$ cat config.mk
export PLATFORM = sky130hd
export DESIGN_NAME = sd_host_cmd
export DESIGN_NICKNAME = d
export VERILOG_FILES = /design/src/rtl/sd_host_cmd.sv
export SDC_FILE = /design/constraint.sdc
export NUM_CORES = 1
export LEC_CHECK = 0
export ABC_CLOCK_PERIOD_IN_PS = 7600
export CAP_MARGIN = 10
export CORE_UTILIZATION = 59
export CTS_BUF_LIST = sky130_fd_sc_hd__clkbuf_16
export DETAILED_ROUTE_END_ITERATION = 16
export GPL_ROUTABILITY_DRIVEN = 0
export PLACE_DENSITY = 0.87
export SYNTH_ARGS = -nofsm -noshare
export SYNTH_HDL_FRONTEND = slang
export SYNTH_SLANG_ARGS = --single-unit
$ cat constraint.sdc
create_clock -name clk -period 7.6 [get_ports clk]
set_input_delay 1.52 -clock clk [delete_from_list [all_inputs] [get_ports clk]]
set_output_delay 1.52 -clock clk [all_outputs]
set_load 0.1 [all_outputs]
$ cat src/rtl/sd_host_cmd.sv
// sd_host_cmd: SD-bus host command engine.
// Generates sdclk from clk, serialises one 48-bit command on CMD (drive on sdclk
// fall, sample on sdclk rise), then captures a 48-bit or 136-bit response.
//
// Ports
//   clk, rst_n            system clock, asynchronous active-low reset
//   start                 transaction request, accepted only when idle
//   cmd_idx, cmd_arg      command index/argument, latched on accept
//   resp_type             0 none, 1 48-bit CRC checked, 2 136-bit, 3 48-bit CRC ignored
//   busy, done            busy from accept to done; done is a one-clk pulse
//   timeout, crc_err      status, valid with done, held until next accept
//   resp_idx, resp_arg    received index field and payload
//   sdclk                 SD clock, free-running
//   sdcmdoe, sdcmdout     CMD line output enable / data
//   sdcmdin               CMD line input (already synchronised)
//
// Configuration macro: SDCMD_RESP_CRC_CHK_EN
//   defined   -> response CRC7 is computed and compared (types 1 and 2)
//   undefined -> no response CRC logic, crc_err flags end-bit errors only
module sd_host_cmd #(
  parameter int unsigned CLK_DIV      = 4,
  parameter int unsigned RESP_TIMEOUT = 64,
  parameter int unsigned NCC          = 8
) (
  input  logic         clk,
  input  logic         rst_n,
  input  logic         start,
  input  logic [5:0]   cmd_idx,
  input  logic [31:0]  cmd_arg,
  input  logic [1:0]   resp_type,
  output logic         busy,
  output logic         done,
  output logic         timeout,
  output logic         crc_err,
  output logic [5:0]   resp_idx,
  output logic [119:0] resp_arg,
  output logic         sdclk,
  output logic         sdcmdoe,
  output logic         sdcmdout,
  input  logic         sdcmdin
);

  localparam int unsigned DIV_W   = $clog2(CLK_DIV);
  localparam int unsigned CNT_MAX = (RESP_TIMEOUT > NCC)
                                    ? ((RESP_TIMEOUT > 136) ? RESP_TIMEOUT : 136)
                                    : ((NCC > 136) ? NCC : 136);
  localparam int unsigned CNT_W   = $clog2(CNT_MAX + 1);
  localparam int unsigned SR_W    = 126;

  localparam logic [2:0] S_IDLE = 3'd0;
  localparam logic [2:0] S_TX   = 3'd1;
  localparam logic [2:0] S_WAIT = 3'd2;
  localparam logic [2:0] S_RX   = 3'd3;
  localparam logic [2:0] S_NCC  = 3'd4;

  function automatic logic [6:0] crc7_next(input logic [6:0] c, input logic b);
    logic fb;
    fb = c[6] ^ b;
    return {c[5:0], fb} ^ {3'b000, fb, 3'b000};
  endfunction

  logic [DIV_W-1:0] div_q;
  logic             sdclk_q;
  logic             tick_c, rise_c, fall_c;

  logic [2:0]       state_q, state_d;
  logic [CNT_W-1:0] cnt_q, cnt_d;
  logic [SR_W-1:0]  sr_q, sr_d;
  logic [6:0]       crc_q, crc_d;
  logic [1:0]       rtype_q, rtype_d;
  logic             busy_q, busy_d;
  logic             done_q, done_d;
  logic             timeout_q, timeout_d;
  logic             crc_err_q, crc_err_d;
  logic [5:0]       resp_idx_q, resp_idx_d;
  logic [119:0]     resp_arg_q, resp_arg_d;
  logic             oe_q, oe_d;
  logic             out_q, out_d;
  logic [CNT_W-1:0] last_pos_c, crc_pos_c;
`ifdef SDCMD_RESP_CRC_CHK_EN
  logic [6:0]       rx_crc_q, rx_crc_d;
`endif

  // sdclk divider: toggle every CLK_DIV clk, strobes mark the edge being made
  assign tick_c = (div_q == DIV_W'(CLK_DIV - 1));
  assign rise_c = tick_c & ~sdclk_q;
  assign fall_c = tick_c &  sdclk_q;

  always_ff @(posedge clk or negedge rst_n) begin
    if (!rst_n) begin
      div_q   <= '0;
      sdclk_q <= 1'b0;
    end else if (tick_c) begin
      div_q   <= '0;
      sdclk_q <= ~sdclk_q;
    end else begin
      div_q   <= div_q + DIV_W'(1);
    end
  end

  // Response frame positions: CRC bits start at crc_pos, end bit at last_pos
  assign last_pos_c = (rtype_q == 2'd2) ? CNT_W'(135) : CNT_W'(47);
  assign crc_pos_c  = last_pos_c - CNT_W'(7);

  // Next-state and output logic
  always_comb begin
    state_d    = state_q;
    cnt_d      = cnt_q;
    sr_d       = sr_q;
    crc_d      = crc_q;
    rtype_d    = rtype_q;
    busy_d     = busy_q;
    done_d     = 1'b0;
    timeout_d  = timeout_q;
    crc_err_d  = crc_err_q;
    resp_idx_d = resp_idx_q;
    resp_arg_d = resp_arg_q;
    oe_d       = oe_q;
    out_d      = out_q;
`ifdef SDCMD_RESP_CRC_CHK_EN
    rx_crc_d   = rx_crc_q;
`endif
    case (state_q)
      S_IDLE: begin
        if (start) begin
          sr_d       = {86'd0, 2'b01, cmd_idx, cmd_arg};
          rtype_d    = resp_type;
          crc_d      = '0;
          cnt_d      = '0;
          busy_d     = 1'b1;
          timeout_d  = 1'b0;
          crc_err_d  = 1'b0;
          resp_idx_d = '0;
          resp_arg_d = '0;
          state_d    = S_TX;
        end
      end
      S_TX: begin
        if (fall_c) begin
          cnt_d = cnt_q + CNT_W'(1);
          oe_d  = 1'b1;
          if (cnt_q < CNT_W'(40)) begin
            out_d = sr_q[39];
            crc_d = crc7_next(crc_q, sr_q[39]);
            sr_d  = {sr_q[SR_W-2:0], 1'b0};
          end else if (cnt_q < CNT_W'(47)) begin
            out_d = crc_q[6];
            crc_d = {crc_q[5:0], 1'b0};
          end else if (cnt_q == CNT_W'(47)) begin
            out_d = 1'b1;
          end else begin
            // end bit's period is over: release the line
            oe_d    = 1'b0;
            out_d   = 1'b1;
            cnt_d   = '0;
            crc_d   = '0;
            state_d = (rtype_q == 2'd0) ? S_NCC : S_WAIT;
          end
        end
      end
      S_WAIT: begin
        // start bit is checked before expiry so it wins on the last rise
        if (rise_c) begin
          if (!sdcmdin) begin
            cnt_d   = CNT_W'(1);
            crc_d   = '0;
            state_d = S_RX;
          end else if (cnt_q == CNT_W'(RESP_TIMEOUT - 1)) begin
            timeout_d = 1'b1;
            cnt_d     = '0;
            state_d   = S_NCC;
          end else begin
            cnt_d = cnt_q + CNT_W'(1);
          end
        end
      end
      S_RX: begin
        if (rise_c) begin
          cnt_d = cnt_q + CNT_W'(1);
          if (cnt_q < crc_pos_c) begin
            // start and transmission bits are not stored
            if (cnt_q >= CNT_W'(2)) sr_d = {sr_q[SR_W-2:0], sdcmdin};
`ifdef SDCMD_RESP_CRC_CHK_EN
            crc_d = crc7_next(crc_q, sdcmdin);
`endif
          end else if (cnt_q < last_pos_c) begin
`ifdef SDCMD_RESP_CRC_CHK_EN
            rx_crc_d = {rx_crc_q[5:0], sdcmdin};
`endif
          end else begin
            crc_err_d = ~sdcmdin;
`ifdef SDCMD_RESP_CRC_CHK_EN
            if ((rtype_q != 2'd3) && (rx_crc_q != crc_q)) crc_err_d = 1'b1;
`endif
            resp_idx_d = (rtype_q == 2'd2) ? sr_q[125:120] : sr_q[37:32];
            resp_arg_d = (rtype_q == 2'd2) ? sr_q[119:0] : {88'd0, sr_q[31:0]};
            cnt_d      = '0;
            state_d    = S_NCC;
          end
        end
      end
      S_NCC: begin
        oe_d  = 1'b0;
        out_d = 1'b1;
        if (rise_c) begin
          if (cnt_q == CNT_W'(NCC - 1)) begin
            done_d  = 1'b1;
            busy_d  = 1'b0;
            cnt_d   = '0;
            state_d = S_IDLE;
          end else begin
            cnt_d = cnt_q + CNT_W'(1);
          end
        end
      end
      default: begin
        state_d = S_IDLE;
        busy_d  = 1'b0;
        oe_d    = 1'b0;
        out_d   = 1'b1;
      end
    endcase
  end

  // State and registered outputs
  always_ff @(posedge clk or negedge rst_n) begin
    if (!rst_n) begin
      state_q    <= S_IDLE;
      cnt_q      <= '0;
      sr_q       <= '0;
      crc_q      <= '0;
      rtype_q    <= '0;
      busy_q     <= 1'b0;
      done_q     <= 1'b0;
      timeout_q  <= 1'b0;
      crc_err_q  <= 1'b0;
      resp_idx_q <= '0;
      resp_arg_q <= '0;
      oe_q       <= 1'b0;
      out_q      <= 1'b1;
`ifdef SDCMD_RESP_CRC_CHK_EN
      rx_crc_q   <= '0;
`endif
    end else begin
      state_q    <= state_d;
      cnt_q      <= cnt_d;
      sr_q       <= sr_d;
      crc_q      <= crc_d;
      rtype_q    <= rtype_d;
      busy_q     <= busy_d;
      done_q     <= done_d;
      timeout_q  <= timeout_d;
      crc_err_q  <= crc_err_d;
      resp_idx_q <= resp_idx_d;
      resp_arg_q <= resp_arg_d;
      oe_q       <= oe_d;
      out_q      <= out_d;
`ifdef SDCMD_RESP_CRC_CHK_EN
      rx_crc_q   <= rx_crc_d;
`endif
    end
  end

  assign busy     = busy_q;
  assign done     = done_q;
  assign timeout  = timeout_q;
  assign crc_err  = crc_err_q;
  assign resp_idx = resp_idx_q;
  assign resp_arg = resp_arg_q;
  assign sdclk    = sdclk_q;
  assign sdcmdoe  = oe_q;
  assign sdcmdout = out_q;

endmodule
# Word-level counts from Yosys, hierarchy flattened
# Cells that the tools add are included.
# word_totals
reg_bits	281
latchBits	0
ram_bits	0
mem_bits_ro	0
in_bits	44
elab_cells	160
n_memories	0
# op_classes
addsub	3
n_mul	0
n_div	0
order_cmp	5
eq_ne	28
n_shift	0
mux	83
bitwise_logic	8
n_reduce_logical	18
# op_table
op	n
two-way mux 126 bit	6
two-way mux 120 bit	5
one-hot mux 126 bit (3 select lines)	1
one-hot mux 120 bit (2 select lines)	1
two-way mux 8 bit	14
two-way mux 7 bit	7
two-way mux 3 bit	14
one-hot mux 8 bit (5 select lines)	1
inequality test 2 bit, second input constant	17
two-way mux 6 bit	5
one-hot mux 7 bit (3 select lines)	1
two-way mux 1 bit	20
equality test 8 x 6 -> 1 bit, second input constant	2
less-than comparator 8 x 6 -> 1 bit, second input constant	2
less-than comparator 8 bit	2
one-hot mux 3 bit (5 select lines)	1
one-hot mux 6 bit (2 select lines)	1
AND reduction 12 bit	1
AND reduction 6 bit	2
AND reduction 5 bit	2
adder 8 x 1 -> 8 bit, second input constant	1
equality test 8 x 3 -> 1 bit, second input constant	1
greater-or-equal comparator 8 x 2 -> 1 bit, second input constant	1
one-hot mux 1 bit (2 select lines)	4
other kinds (23)	33

# Depth between registers and ports, before layout
# Gate-level depths: netlist of run 1.
# depth
depth_word	7
depth_mapped	13
mapped_depth_nobuf	9

# Worst setup path before layout of run 1
# Ideal clock, no wire load.
# synth_timing
kind	input -> register
startpoint	input start
endpoint	register resp_arg_q[30] (netlist: resp_arg[30])
arrival_ns	2.759
slack_ns	4.715
stages	6
cell_sequence	nand2b_1 nor3_1 o21bai_1 buf_4 buf_4 mux2_2
# synth_via
elab_chain_cells	2
# synth_lines
item	line	rtl
start: declaration	27	input logic start,
inequality test 2 bit (no line)	-	
AND reduction 5 bit (no line)	-	
end signal: assignment	255	resp_arg_q <= resp_arg_d;
end: declaration	76	logic [119:0] resp_arg_q, resp_arg_d;
# No other way between the ends.
# A chain may end at the register's enable or synchronous reset.

# Final worst setup path of run 1
# layout_timing
startpoint	register rtype_q[0]
endpoint	register resp_arg_q[3] (netlist: resp_arg[3])
# layout_via
elab_chain_cells	6
# layout_lines
item	line	rtl
start: declaration	70	logic [1:0] rtype_q, rtype_d;
start signal: assignment	249	rtype_q <= rtype_d;
equality test 2 bit *	102	assign last_pos_c = (rtype_q == 2'd2) ? CNT_W'(135) : CNT_W'(47);
two-way mux 8 bit *	102	
subtractor 8 x 3 -> 8 bit	103	assign crc_pos_c = last_pos_c - CNT_W'(7);
less-than comparator 8 bit	180	if (cnt_q < crc_pos_c) begin
inequality test 2 bit (no line)	-	
AND reduction 5 bit (no line) *	-	
# Mark *: on every way between the ends. The rest lies on a longest branch, timed or not.

==> results of run 1 <==
-- area by class of cell --
type | instances | area share, %
multi-input cells | 671 | 30.4
clock buffers | 29 | 4.85
repair buffers | 185 | 12.3
inverters | 95 | 2.38
clock inverters | 25 | 0.811
well taps | 270 | 2.26
flip-flops and latches | 281 | 47.0
-- how the worst min path moves through the flow --
stage	startpoint	end	slack (ps)	cells after the start
after global placement	div_q[0]	div_q[0]	410	1
after floorplan	div_q[0]	div_q[0]	400	1
after CTS	div_q[0]	div_q[0]	440	1
final	div_q[0]	div_q[0]	430	1
after global routing	div_q[0]	div_q[0]	460	1
after detailed placement	div_q[0]	div_q[0]	430	1
-- logic make-up (layout without fill, tap and decap cells) --
family / Yosys count / count (layout) / share of synthesized area, %
AOI/OAI and AO/OA: 234 / 234 / 13.9
muxes: 131 / 131 / 11.1
buffers and inverters: 179 / 334 / 6.66
xor gates and xnor gates: 3 / 3 / 0.213
adders and majority gates: 4 / 4 / 0.405
and+or+nand+nor: 299 / 299 / 10.9
DFF: 281 / 281 / 56.9
-- through the flow --
| step | hold WS [ps] | setup slack (ps) |
|---|---|---|
| 3_5_place_dp | 429 | 3070 |
| 4_1_cts | 438 | 3170 |
| 5_1_grt | 457 | 2810 |
| 3_3_place_gp | 414 | 3150 |
| 2_1_floorplan | 403 | 4720 |
| 6_report | 434 | 3160 |
-- per-layer routing --
metal / vias up / part of all wire, %
li1: 4175 / -
met3: 39 / 6.9
met2: 315 / 48
met4: 0 / 1.9
met5: - / 0
met1: 4545 / 43
-- sequential cells by signal, summed over array words and instances, names as in the netlist, 2 cells and up --
signal,flops
resp_idx,6
rtype_q,2
div_q,2
cnt_q,8
state_q,3
resp_arg,120
crc_q,7
sr_q,126
-- cell usage after synthesis, types with 2 or more instances --
| master | number | area, um2 |
|---|---|---|
| o21bai_1 | 2 | 15.0 |
| and2_1 | 3 | 18.8 |
| clkbuf_1 | 34 | 128 |
| nand2_1 | 198 | 743 |
| nor4b_1 | 3 | 26.3 |
| nor2_1 | 18 | 67.6 |
| xor2_1 | 2 | 17.5 |
| a22o_1 | 94 | 823 |
| nor3_1 | 6 | 30.0 |
| ha_1 | 4 | 50.1 |
| a211oi_1 | 2 | 15.0 |
| inv_1 | 94 | 353 |
| nor3b_1 | 3 | 22.5 |
| buf_4 | 18 | 135 |
| mux2i_1 | 88 | 881 |
| mux2_2 | 43 | 484 |
| nor4_1 | 5 | 31.3 |
| buf_6 | 7 | 78.8 |
| nor2b_1 | 4 | 25.0 |
| a22oi_1 | 2 | 15.0 |
| buf_2 | 24 | 120 |
| a21oi_1 | 55 | 275 |
| dfrtp_1 | 280 | 7010 |
| a21o_1 | 2 | 15.0 |
| a211o_1 | 5 | 43.8 |
| nand3_1 | 10 | 50.1 |
| o21ai_0 | 14 | 70.1 |
| a31oi_1 | 39 | 244 |
| and3_1 | 36 | 225 |
-- power by group through the flow --
stage	Clock, W	Sequential, W	Combinational (W)
6_report	0.00126	0.00150	0.0000663
4_1_cts	0.00129	0.00150	0.0000685
5_1_grt	0.00135	0.00150	0.0000758
2_1_floorplan	0	0.00153	0.00000976
3_5_place_dp	0	0.00152	0.0000679
3_3_place_gp	0	0.00152	0.0000674
-- layout by cell type (no fill, tap or decap), types with 3 or more instances in the layout --
cell type | netlist | layout
clkbuf_16 | 0 | 29
dfrtp_1 | 280 | 280
a211o_1 | 5 | 5
nor4_1 | 5 | 5
nor3_1 | 6 | 6
mux2_2 | 43 | 43
a31oi_1 | 39 | 39
nor2b_1 | 4 | 3
clkinv_2 | 0 | 8
o21ai_0 | 14 | 14
a21oi_1 | 55 | 55
a22o_1 | 94 | 94
mux2i_1 | 88 | 88
inv_1 | 94 | 102
buf_4 | 18 | 8
nand2_1 | 198 | 198
nor2_1 | 18 | 17
and2_1 | 3 | 3
clkdlybuf4s50_1 | 0 | 175
and3_1 | 36 | 36
nor3b_1 | 3 | 3
nand3_1 | 10 | 10
ha_1 | 4 | 4
clkinv_1 | 0 | 7
nor4b_1 | 3 | 3
==> run_results.csv, run 1 <==
group,metric,value,unit
hold_path,hold_class,"reg2reg",
grt,antenna_found_initial,0,
grt,grt_busiest_layer,"met2",
critical_path,critPathArrivalTime,4860,ps
synth,async_flop_share,100,%
critical_path,cp_num_cells,9,
synth,ys.warnings.count,0,
sta,setup_viol,0,
synth,syn_area,0.0124,mm2
sta,setup_tns,0,ps
pwr,power_density,189,mW/mm2
placement,dp.cells,1502,
sta,rsz0062_at_grt,"no",
pwr,swShare,21.7,%
floorplanning,die_h,147,um
critical_path,slowest_stage,"buf_4",
sta,min_period_over_period,58.4,%
drt,drt_iter0_drc,641,
grt,grt_max_degree,185,
grt,grt-ovfl-total,0,
pwr,ir_drop,0.173,mV
critical_path,crit_path_end,"resp_arg[3]",
clocking,cts-hold-fix-buffers,0,
finish,layout-drive-gt1-share,8.55,%
critical_path,crit_start,"rtype_q[0]",
synth,netlist_instances,1131,
finish,fillCellCount,1402,
clocking,cts_buffer_depth,3,
synth,synth_seq_cells,281,
pwr,p_clk_share,44.7,%
sta,fmax,0.225,GHz
critical_path,critPathKind,"reg2reg",
critical_path,path_cells,"nor2b_1, inv_2, ha_1, nor4b_1, and3_1, nor2_1, o21bai_4, buf_4, mux2_2",
placement,placed_area,0.0141,mm2
drt,dr.pass1.iters,5,
floorplanning,ios,177,
drt,route.antenna.remaining_nets,0,
drt,avgRoutedWirePerCell,17.6,um
synth,ys_types,65,
run,cap_violations,0,
pwr,p_leak,7.01,nW
clocking,clk_latency,540,ps
finish,syn2layout_area_growth,21.2,%
critical_path,crit_required,8020,ps
synth,ys_seq_area_share,56.9,%
finish,nets,1311,
critical_path,worstReg2RegEnd,"resp_arg[3]",
grt,grt_pass1_vias,8892,
grt,grtUsageMet1,36.6,%
pwr,p_int,0.00221,W
clocking,root_buffer,"clkbuf_16",
placement,port_buffers,176,
critical_path,critPathCaptureType,"flip-flop",
finish,regArea,0.00703,mm2
synth,syn-num-nets,1179,
sta,hold_viol,0,
finish,antenna_cells,0,
finish,multiInputGateArea,0.00455,mm2
sta,max_slew_margin,25.8,%
drt,routed_wl,27.4,mm
floorplanning,rows,52,
critical_path,cp_max_fo,55,
critical_path,worst_path_largest_cell_delay,790,ps
pwr,power.switching,0.000612,W
status,status,"finished, final reports clean",
pwr,design_power_total,0.00283,W
finish,final_area,0.0150,mm2
clocking,clock_sinks,281,
critical_path,crit_path_start_kind,"flip-flop",
pwr,p_comb_share,2.3,%
critical_path,rr_worst_depth,9,
synth,synth_ff_type,"dfrtp_1",
placement,dp_hpwl,16.6,mm
sta,fin_crit,4440,ps
clocking,cts_resized,0,
drt,vias_per_cell,5.83,
grt,met2_usage,41.0,%
sta,worst_pin_slew,1110,ps
grt,met3_usage,5.16,%
clocking,cts.clk_slew.worst_paths,60,ps
grt,grt_pass1_wl,45.6,mm
drt,vias,9074,
finish,fin_util,73.5,%
critical_path,crit_family,"simple AND/OR/NAND/NOR gates",
finish,layout.cells.non_filler,1556,
clocking,cts_buffers,29,
clocking,h-tree-depth,1,
critical_path,worst-path-buf-inv,2,
sta,finClkSkew,18.3,ps
synth,syn_area_per_cell,10.9,um2
floorplanning,dieArea,0.0215,mm2
grt,grt_usage,25.7,%
critical_path,r2r-start,"rtype_q[0]",
drt,drc,0,
floorplanning,die_w,147,um
sta,maxSlewViolCount,0,
floorplanning,start_util,60.6,%
floorplanning,coreArea,0.0204,mm2
synth,synth_edf_count,0,
clocking,post_cts_buffers,0,
critical_path,reg2reg_slack,3160,ps
clocking,tritoncts,"built",
pwr,seqPwrFrac,53.0,%
Power figures use the tool's default switching activity.
==> run 2, diff against run 1 <==
==> config.mk (replaced) <==
export PLATFORM = sky130hd
export DESIGN_NAME = sd_host_cmd
export DESIGN_NICKNAME = d
export VERILOG_FILES = /design/src/rtl/sd_host_cmd.sv
export SDC_FILE = /design/constraint.sdc
export NUM_CORES = 1
export LEC_CHECK = 0
export ABC_CLOCK_PERIOD_IN_PS = 4200
export CAP_MARGIN = 10
export CORE_UTILIZATION = 55
export CTS_BUF_LIST = sky130_fd_sc_hd__clkbuf_16
export DETAILED_ROUTE_END_ITERATION = 16
export GPL_ROUTABILITY_DRIVEN = 0
export PLACE_DENSITY = 0.82
export SYNTH_ARGS = -nofsm -noshare
export SYNTH_HDL_FRONTEND = slang
export SYNTH_SLANG_ARGS = --single-unit
==> constraint.sdc (replaced) <==
create_clock -name clk -period 4.2 [get_ports clk]
set_input_delay 0.84 -clock clk [delete_from_list [all_inputs] [get_ports clk]]
set_output_delay 0.84 -clock clk [all_outputs]
set_load 0.1 [all_outputs]
==> run 2 against run 1 <==
Against the previous run: critical path type unchanged; first-iteration DRC count up 25%; worst setup slack got worse by 2400 ps; critical path depth up 1; largest power group unchanged; count of clock-buffer cells in the layout unchanged; highest routed layer unchanged.
==> run_results.csv, run 2 (synthesis results as in run 1) <==
group,metric,value,unit
clocking,clock_sinks,281,
clocking,post_cts_buffers,0,
clocking,cts_resized,0,
critical_path,worstReg2RegEnd,"resp_arg[15]",
floorplanning,ios,177,
clocking,cts.clk_slew.worst_paths,70,ps
sta,worst_pin_slew,1040,ps
critical_path,cp_max_fo,21,
grt,grt_pass1_wl,46.7,mm
clocking,cts_buffers,28,
floorplanning,start_util,56.4,%
run,cap_violations,0,
placement,place_ws,773,ps
clocking,h-tree-depth,1,
placement,dp_hpwl,17.5,mm
finish,layout-drive-gt1-share,9.14,%
drt,drc,0,
sta,fin_crit,3490,ps
pwr,power_density,349,mW/mm2
clocking,cts_buffer_depth,3,
finish,largest_reg_flops,126,
critical_path,critPathArrivalTime,3890,ps
sta,layout_setup_ws,715,ps
floorplanning,coreArea,0.0219,mm2
pwr,ir_drop,0.240,mV
finish,antenna_cells,0,
sta,rsz0062_at_grt,"no",
critical_path,crit_required,4610,ps
finish,regArea,0.00703,mm2
floorplanning,die_h,152,um
sta,setup_viol,0,
critical_path,crit_path_end,"resp_arg[15]",
sta,min_period_over_period,83.0,%
drt,dr.pass1.iters,5,
drt,vias,9099,
placement,port_buffers,176,
sta,max_slew_margin,30.5,%
finish,fillCellCount,1584,
finish,final_cell_mix,"280 x dfrtp_1, 198 x nand2_1, 175 x clkdlybuf4s50_1",
drt,routed_wl,27.4,mm
grt,grt_pass1_vias,9149,
floorplanning,die_w,152,um
drt,vias_per_cell,5.79,
sta,maxSlewViolCount,0,
critical_path,critPathKind,"reg2reg",
drt,avgRoutedWirePerCell,17.4,um
drt,route.antenna.remaining_nets,0,
sta,hold_viol,0,
critical_path,critPathCaptureType,"flip-flop",
grt,grt_usage,24.3,%
critical_path,reg2reg_slack,710,ps
status,status,"finished, final reports clean",
critical_path,crit_start,"rtype_q[0]",
drt,drt_iter0_drc,803,
sta,finClkSkew,18.8,ps
critical_path,r2r-start,"rtype_q[0]",
critical_path,rr_worst_depth,10,
finish,multiInputGateArea,0.00455,mm2
finish,largest_register,"sr_q",
grt,grt-ovfl-total,0,
finish,layout_commonest_cell,"dfrtp_1",
grt,antenna_found_initial,0,
clocking,cts-hold-fix-buffers,0,
clocking,tritoncts,"built",
critical_path,crit_path_start_kind,"flip-flop",
pwr,p_leak,7.08,nW
hold_path,hold_class,"in2async",
clocking,clk_latency,540,ps
clocking,root_buffer,"clkbuf_16",
sta,fmax,0.287,GHz
sta,setup_tns,0,ps
grt,grt_max_degree,112,
finish,syn2layout_area_growth,22.6,%
floorplanning,rows,54,
finish,nets,1318,
floorplanning,dieArea,0.0231,mm2
run 2: changes by cell type in the layout (fill, tap and decap cells not counted), sizes merged:
cell,change
clkinv,-3
bufinv,+3
clkinvlp,+1
buf,+8
inv,-4
run 2: worst min-delay path by stage:
stage / to / slack, ps / cells after the start
6_report: sr_q[91] / 340 / 1
3_3_place_gp: div_q[0] / 410 / 1
4_1_cts: sr_q[91] / 390 / 1
2_1_floorplan: div_q[0] / 400 / 1
3_5_place_dp: div_q[0] / 440 / 1
5_1_grt: resp_arg[93] / 410 / 1
run 2: metrics by stage:
step	area (um2)	power, W	hold slack (ps)	std cells	util [%]
2_1_floorplan	12400	0.00278	403	1131	-
3_3_place_gp	14200	0.00289	414	1520	65.1
3_5_place_dp	14200	0.00289	441	1520	65.1
4_1_cts	15100	0.00533	387	1571	69.2
5_1_grt	15100	0.00545	414	1571	69.2
6_report	15100	0.00529	341	1571	69.2
run 2: area by class of cell:
| type | instances | area share [%] |
|---|---|---|
| clock buffers | 29 | 4.79 |
| clock inverters | 22 | 1.16 |
| inverters | 95 | 2.35 |
| multi-input cells | 671 | 30.0 |
| flip-flops and latches | 281 | 46.4 |
| well taps | 280 | 2.31 |
| repair buffers | 193 | 12.9 |
run 2: metal layers:
| metal | vias to the layer above | global-route usage [%] | wire length (um) |
|---|---|---|---|
| met5 | - | 0 | 0 |
| met4 | 0 | 5.19 | 370 |
| met3 | 36 | 3.74 | 1730 |
| met2 | 339 | 37.6 | 12800 |
| met1 | 4549 | 36.3 | 12400 |
| li1 | 4175 | - | - |
run 2: critical path: stages (launching register included):
cell and delay, ps:
dfrtp_1 400, nor2b_1 120, buf_4 170, inv_2 100
ha_1 310, nor4b_1 440, and3_1 290, nor2_1 80
o21bai_4 640, buf_4 400, mux2_2 380
run 2: power by group:
part	internal (W)	switching (W)
combinational	0.0000493	0.0000800
sequential	0.00271	0.00000112
clock	0.00143	0.00102
==> run 3, diff against run 2 <==
==> config.mk (replaced) <==
export PLATFORM = sky130hd
export DESIGN_NAME = sd_host_cmd
export DESIGN_NICKNAME = d
export VERILOG_FILES = /design/src/rtl/sd_host_cmd.sv
export SDC_FILE = /design/constraint.sdc
export NUM_CORES = 1
export LEC_CHECK = 0
export ABC_CLOCK_PERIOD_IN_PS = 3170
export CAP_MARGIN = 10
export CORE_UTILIZATION = 49
export CTS_BUF_LIST = sky130_fd_sc_hd__clkbuf_16
export DETAILED_ROUTE_END_ITERATION = 16
export GPL_ROUTABILITY_DRIVEN = 0
export PLACE_DENSITY = 0.78
export SYNTH_ARGS = -nofsm -noshare
export SYNTH_HDL_FRONTEND = slang
export SYNTH_SLANG_ARGS = --single-unit
==> constraint.sdc (replaced) <==
create_clock -name clk -period 3.17 [get_ports clk]
set_input_delay 0.634 -clock clk [delete_from_list [all_inputs] [get_ports clk]]
set_output_delay 0.634 -clock clk [all_outputs]
set_load 0.1 [all_outputs]
==> run 3 against run 2 <==
Against the previous run: sequential share of layout area grew 0.53 points; largest power group unchanged; via count shrank 1.7%; power grew 35%; worst hold slack lost 230 ps.
==> run_results.csv, run 3 (synthesis results as in run 1) <==
group,metric,value,unit
clocking,cts_buffer_depth,3,
sta,max_slew_margin,39.4,%
finish,multiInputGateArea,0.00455,mm2
sta,fin_crit,2970,ps
grt,grt_pass1_wl,44.7,mm
critical_path,r2r-start,"rtype_q[0]",
floorplanning,rows,57,
critical_path,crit_path_start_kind,"flip-flop",
placement,dp_hpwl,17.6,mm
finish,largest_register,"sr_q",
sta,rsz0062_at_grt,"no",
clocking,h-tree-depth,1,
placement,dp.cells,1568,
floorplanning,die_w,161,um
placement,port_buffers,176,
clocking,clock_sinks,281,
run,cap_violations,0,
hold_path,hold_class,"in2async",
grt,grt_max_degree,93,
critical_path,critPathKind,"reg2reg",
critical_path,crit_required,3560,ps
pwr,p_leak,7.20,nW
sta,hold_viol,0,
sta,worst_pin_slew,909,ps
finish,regArea,0.00703,mm2
sta,min_period_over_period,93.7,%
finish,layout_commonest_cell,"dfrtp_1",
finish,layout-drive-gt1-share,19.8,%
sta,setup_tns,0,ps
floorplanning,die_h,161,um
drt,vias,8948,
status,status,"finished, final reports clean",
critical_path,cp_max_fo,39,
floorplanning,start_util,50.3,%
finish,largest_reg_flops,126,
finish,layout.cells.non_filler,1619,
critical_path,reg2reg_slack,200,ps
drt,dr.pass1.iters,5,
grt,antenna_found_initial,0,
grt,grt_usage,21.1,%
sta,fmax,0.337,GHz
critical_path,critPathArrivalTime,3360,ps
drt,drc,0,
sta,finClkSkew,20.4,ps
clocking,root_buffer,"clkbuf_16",
drt,routed_wl,27.4,mm
critical_path,worstReg2RegEnd,"sr_q[20]",
drt,drt_iter0_drc,782,
clocking,tritoncts,"built",
pwr,power_density,475,mW/mm2
critical_path,critPathCaptureType,"flip-flop",
critical_path,rr_worst_depth,9,
clocking,clk_latency,540,ps
grt,grt-ovfl-total,0,
floorplanning,ios,177,
drt,avgRoutedWirePerCell,16.9,um
pwr,design_power_total,0.00712,W
clocking,post_cts_buffers,0,
finish,fillCellCount,2021,
sta,maxSlewViolCount,0,
floorplanning,dieArea,0.0258,mm2
clocking,cts_buffers,29,
finish,final_cell_mix,"280 x dfrtp_1, 198 x nand2_1, 146 x buf_4",
sta,hold-worst-slack,114,ps
finish,syn2layout_area_growth,21.2,%
floorplanning,coreArea,0.0245,mm2
grt,grt_pass1_vias,8567,
finish,nets,1323,
drt,route.antenna.remaining_nets,0,
clocking,cts.clk_slew.worst_paths,60,ps
pwr,ir_drop,0.474,mV
drt,vias_per_cell,5.53,
finish,antenna_cells,0,
sta,setup_viol,0,
## run 3: worst max-delay path, stage by stage (launching register included)
cell	delay (ps)
dfrtp_1	390
nor2b_1	230
inv_2	150
ha_1	320
nor4b_2	180
a211o_1	320
o21ai_4	170
buf_4	400
and2_4	490
a31oi_1	150
## run 3: worst max-delay path by stage
stage | startpoint | to | slack (ps) | depth (start not counted)
6_report | rtype_q[0] | sr_q[20] | 200 | 9
5_1_grt | rtype_q[0] | sr_q[15] | 30 | 9
4_1_cts | rtype_q[0] | resp_arg[96] | 90 | 10
3_5_place_dp | rtype_q[0] | resp_arg[96] | 110 | 10
3_3_place_gp | rtype_q[0] | resp_arg[68] | 280 | 10
2_1_floorplan | rtype_q[0] | resp_arg[30] | 630 | 11
## run 3: routing by layer
metal  wire length [um]  GRT usage [%]  up-vias
met5                  0              0        -
met4                506           4.50        0
met3               1810           4.05       35
met2              12600           32.7      309
met1              12500           30.8     4426
li1                   -              -     4178
## run 3: timing repair
action	CTS	global route
hold endpoints to repair	0	0
resized for setup	0	1
setup endpoints to repair	0	127
hold buffers	0	0
## run 3: final cells by class
cell class	instances	share of cell area, %
clock inverters	22	1.40
clock buffers	29	4.85
well taps	324	2.71
inverters	95	2.38
multi-input cells	671	30.4
repair buffers	197	11.3
flip-flops and latches	281	47.0
## run 3: power by group
group          switching [W]  internal, W  leakage [nW]
sequential        0.00000114      0.00359          3.41
clock                0.00137      0.00198         0.492
combinational       0.000104    0.0000682          3.30
## run 3: stage by stage
stage	worst slack, ps	util (%)	area, um2
floorplan	625	-	12400
global placement	282	57.2	14000
detailed placement	110	57.2	14000
CTS	91.0	61.0	15000
global route	33.6	61.0	15000
finish	199	61.0	15000
==> edit 1: new RTL, settings of run 3 <==
The parameter `NCC` goes from 8 to 4.
--- a/src/rtl/sd_host_cmd.sv
+++ b/src/rtl/sd_host_cmd.sv
@@ -22,3 +22,3 @@
   parameter int unsigned RESP_TIMEOUT = 64,
-  parameter int unsigned NCC          = 8
+  parameter int unsigned NCC          = 4
 ) (
Function: same outputs for any inputs over 4 cycles, from zero or initial values and one cycle with rst_n low; that may be too few to reach the edited logic, so the function may still have changed.
==> edit 1 against run 3 <==
- utilization increased by 0.65 points
- count of clock-buffer cells in the layout is the same
- worst setup slack better by 0.080 ns
- wire length is 1.4% lower
- non-clock buffer count rose by 5
- highest routed layer unchanged
- final cell count fell by 11%
- critical endpoint is now resp_arg[94]$_DFFE_PN0P_
- sequential cell count is the same
- final area is 6.5% lower
- synthesized cell count decreased by 13%
- area after synthesis shrank 7.9%
Power is not compared: it rests on default switching activity, and its combinational part moved more than twofold at a synthesized area within 25%.
==> edit 1: results (changes against run 3) <==
Initial DRT Pass Iterations=6 (+1); GRT Util Overall=0.2318 (+0.02132); dpl hpwl=17.17 mm (-2.3%); pin count of the biggest net entering global routing=98 (+5.4%); met2 Use GR=0.3565 (+0.02985); DRT iter0 DRCs=706 (-9.7%); sequential share of the synthesized area=0.6185 (+0.04906); placed cell area=0.01313 mm² (-6.4%); met3 Use GR=0.04231 (+0.001761); CTS Buffer Depth=3 (unchanged); maximum vdd drop=934.9 µV; Filler cells=1783 (-12%); Least-Margin Pin Slew=0.7734 ns (-0.1356 ns); Worst path max stage delay=0.51 ns (+0.02 ns); reg-to-reg slack, setup=0.28 ns (+0.08 ns); R2R depth=9 (unchanged); Port Buffers=176 (unchanged); Slowest cell on crit path=o21ai_0; final wirelength=27.00 mm (-1.4%); most frequent cells after synthesis=dfrtp_1 (280), a22o_1 (182), nand2_1 (133), o21ai_0 (84), clkbuf_1 (50); final setup skew=0.01908 ns (-0.001311 ns); status=complete, no violations; initial antenna violation count=0 (unchanged); vias in the first global route=8414 (-1.8%); layout cells sized above 1=0.1897 (-0.008725); first-pass GRT wire length=44.63 mm (-0.15%); reg2reg end=resp_arg[94]$_DFFE_PN0P_; Syn Nets=1033 (-12%); Netlist cell types=60 (-7.7%); Crit Path Max Fanout=69 (+77%); nets=1177 (-11%); Area contributors post-synth=dfrtp_1 (62%), a22o_1 (14%), nand2_1 (4.4%), o21ai_0 (3.7%), a31oi_1 (2.1%); CTS clk-pin slew, worst paths=0.07 ns; Num CTS Buffers=28 (-3.4%); Final Cycle Share=0.9119 (-0.02539); syn_area_per_cell=11.54 µm² (+5.7%); crit path to=resp_arg[94]$_DFFE_PN0P_; Via density=6.022 (+9.0%); Diodes inserted=0 (unchanged); WL/cell=18.83 µm (+11%); Biggest register=sr_q; critical path arrival=3.30 ns (-0.06 ns); GRT met1 Usage=0.3377 (+0.02968); number of flip-flops in the largest register=126 (unchanged)
==> edit 1: cell types whose count changed in the layout (fill, tap and decap cells not counted), moves of 5 or more <==
cell and delta:
inv_1 -90, and3_1 -32, o21ai_0 +69, nand2_1 -66, a21oi_1 -12, nor4_1 -5, nand4_1 +6, a22o_1 +88
o31ai_1 +12, mux2i_1 -81, mux2_2 -40
==> edit 1: stage by stage <==
stage,hold slack [ns],util
floorplan,0.3384,-
global placement,0.4140,0.5782
detailed placement,0.4282,0.5782
global route,0.1413,0.6169
CTS,0.1448,0.6169
finish,0.08405,0.6169
==> edit 1: power breakdown <==
part           total (mW)  internal [mW]  switching (mW)
Sequential           4.72           4.17           0.549
Combinational        4.96           1.21            3.75
Clock                3.14           1.81            1.33
==> edit 1: critical path: cells and delay by family (launching register included) <==
kind | cells | cell delay (ns)
flip-flops | 1 | 0.39
buffers and inverters | 2 | 0.39
AND/OR/NAND/NOR | 2 | 0.60
AO/OA/AOI/OAI | 4 | 1.01
adder cells (fa/ha/maj) | 1 | 0.33
==> edit 1: per-layer routing <==
layer	up-vias	part of all wire
li1	3937	-
met1	4294	0.44
met2	350	0.47
met3	54	0.074
met4	0	0.022
met5	-	0
==> edit 1: cells by family (layout without fill, tap and decap cells) <==
family                     Yosys count  count (layout)  synth area share
DFF                                281             281            0.6185
muxes                               11              11           0.01012
xor gates and xnor gates             3               3          0.002311
and+or+nand+nor                    202             202           0.08033
buffers and inverters               95             259           0.03686
AOI/OAI and AO/OA                  389             389            0.2475
adders and majority gates            4               4          0.004402
==> edit 1: final cells by class <==
type                       instances  share of cell area
clock inverter                    21             0.01081
tap                              285             0.02546
multi-input combinational        609              0.2837
sequential                       281              0.5021
inverter                           7            0.001876
clock buffer                      29             0.05180
timing repair buffer             202              0.1243
==> edit 2: new RTL, config.mk and constraints of run 3 <==
Made on the original files. Register the inputs `start`, `cmd_idx`, `cmd_arg` and `resp_type` before use, without a reset. The logic sees them one clock later. The other inputs are not delayed to match.
--- a/src/rtl/sd_host_cmd.sv
+++ b/src/rtl/sd_host_cmd.sv
@@ -55,2 +55,14 @@
 
+  logic start_q;
+  logic [5:0] cmd_idx_q;
+  logic [31:0] cmd_arg_q;
+  logic [1:0] resp_type_q;
+
+  always_ff @(posedge clk) begin
+    start_q     <= start;
+    cmd_idx_q   <= cmd_idx;
+    cmd_arg_q   <= cmd_arg;
+    resp_type_q <= resp_type;
+  end
+
   function automatic logic [6:0] crc7_next(input logic [6:0] c, input logic b);
@@ -124,5 +136,5 @@
       S_IDLE: begin
-        if (start) begin
-          sr_d       = {86'd0, 2'b01, cmd_idx, cmd_arg};
-          rtype_d    = resp_type;
+        if (start_q) begin
+          sr_d       = {86'd0, 2'b01, cmd_idx_q, cmd_arg_q};
+          rtype_d    = resp_type_q;
           crc_d      = '0;
Formal check against the unedited RTL: not equivalent (a bounded check fails within 4 cycles, from zero or initial values and one cycle with rst_n low).
==> edit 2 against run 3 <==
- sequential cell count is 41 higher
- worst setup slack worse by 0.080 ns
- wire length grew 3.2%
- final area up 1.9%
- area after synthesis up 0.84%
- global-route usage rose by 1.1 points
Power is not compared: it rests on default switching activity, and its combinational part moved more than twofold at a synthesized area within 25%.
==> edit 2: results (changes against run 3) <==
Crit Path Max Fanout=54 (+38%); met2 wire len=13.08 mm (+3.8%); Least-Margin Pin Slew=0.9013 ns (-0.007600 ns); sequential share of the synthesized area=0.6306 (+0.06115); Syn Nets=1215 (+3.1%); met3 Use GR=0.04725 (+0.006705); CLK BUF=35 (+21%); Seq area share=0.5148 (+0.04513); asr flop ratio synth=0.8727 (-0.1273); final cell count without fillers=1661 (+2.6%); pin count of the biggest net entering global routing=131 (+41%); status=complete, no violations; Area contributors post-synth=dfrtp_1 (56%), nand2_1 (8.3%), dfxtp_1 (6.6%), a22o_1 (6.5%), o21ai_0 (5.8%); GRT met1 Usage=0.3040 (-0.004070); reg2reg end=resp_arg[54]$_DFFE_PN0P_; final wirelength=28.26 mm (+3.2%); fmax=0.3277 GHz (-2.6%); GRT Util Overall=0.2210 (+0.01051); Filler cells=1995 (-1.3%); most frequent cells after synthesis=dfrtp_1 (280), nand2_1 (276), o21ai_0 (145), a22o_1 (93), nand3_1 (78); Multi-In Gates=752 (+12%); Area growth syn-to-layout=22.49%; Netlist cell types=53 (-18%); dpl hpwl=17.42 mm (-0.86%); nets=1361 (+2.9%); layout cells sized above 1=0.1631 (-0.03540); M1 WL=12.43 mm (-0.41%); Hold WC Path Type=primary input to asynchronous set/reset pin; CTS Sinks=322 (+15%); Inst Count DP=1600 (+2.0%); Final clock-cell share=0.07004 (+0.007540); met3 wire length=2.149 mm (+19%); Slowest cell on crit path=a311oi_4; placed cell area=0.01417 mm² (+0.98%); final setup skew=0.03094 ns (+0.01055 ns); # H-tree levels=2 (+1); pre-CTS WS=0.1204 ns (+0.01011 ns); Vias=9175 (+2.5%); met2 Use GR=0.3509 (+0.02426); DRT iter0 DRCs=694 (-11%); layout inverter count without the clock tree=4 (-96%); multi-input logic area=0.004233 mm² (-7.0%)
edit 2: cell count changes after synthesis, sizes merged, moves of 30 or more:
| cell | delta |
|---|---|
| o21ai | +129 |
| inv | -91 |
| nand2 | +77 |
| nand3 | +68 |
| a21oi | -47 |
| mux2i | -45 |
| dfxtp | +41 |
| mux2 | -41 |
| a31oi | -35 |
| and3 | -30 |
edit 2: cell families (layout without fill, tap and decap cells):
logic type	count (synthesis)	count (layout)	synth area share
xor gates and xnor gates	4	4	0.002813
buffers and inverters	94	263	0.03265
and+or+nand+nor	416	417	0.1419
adders and majority gates	4	4	0.004019
muxes	45	45	0.03637
AOI/OAI and AO/OA	282	282	0.1517
DFF	322	322	0.6306
edit 2: power breakdown:
| group | total [mW] | switching [mW] | internal [mW] |
|---|---|---|---|
| Clock | 3.80 | 1.55 | 2.25 |
| Sequential | 4.80 | 0.324 | 4.47 |
| Combinational | 2.67 | 1.86 | 0.812 |
| Total | 11.3 | 3.73 | 7.53 |
edit 2: worst min path at each step:
stage / end / slack [ns] / cells past startpoint
global placement: rtype_q[0]$_DFFE_PN0P_ / 0.41 / 2
detailed placement: rtype_q[0]$_DFFE_PN0P_ / 0.41 / 2
CTS: resp_arg[47]$_DFFE_PN0P_ / 0.19 / 1
floorplan: busy$_DFFE_PN0P_ / 0.34 / 0
global route: sr_q[59]$_DFFE_PN0P_ / 0.22 / 1
finish: resp_arg[60]$_DFFE_PN0P_ / 0.15 / 1
edit 2: through the flow:
step           hold WS, ns  setup TNS, ns
4_1_cts             0.1937              0
5_1_grt             0.2173       -0.02067
3_3_place_gp        0.4051              0
2_1_floorplan       0.3384              0
3_5_place_dp        0.4080              0
6_report            0.1528              0
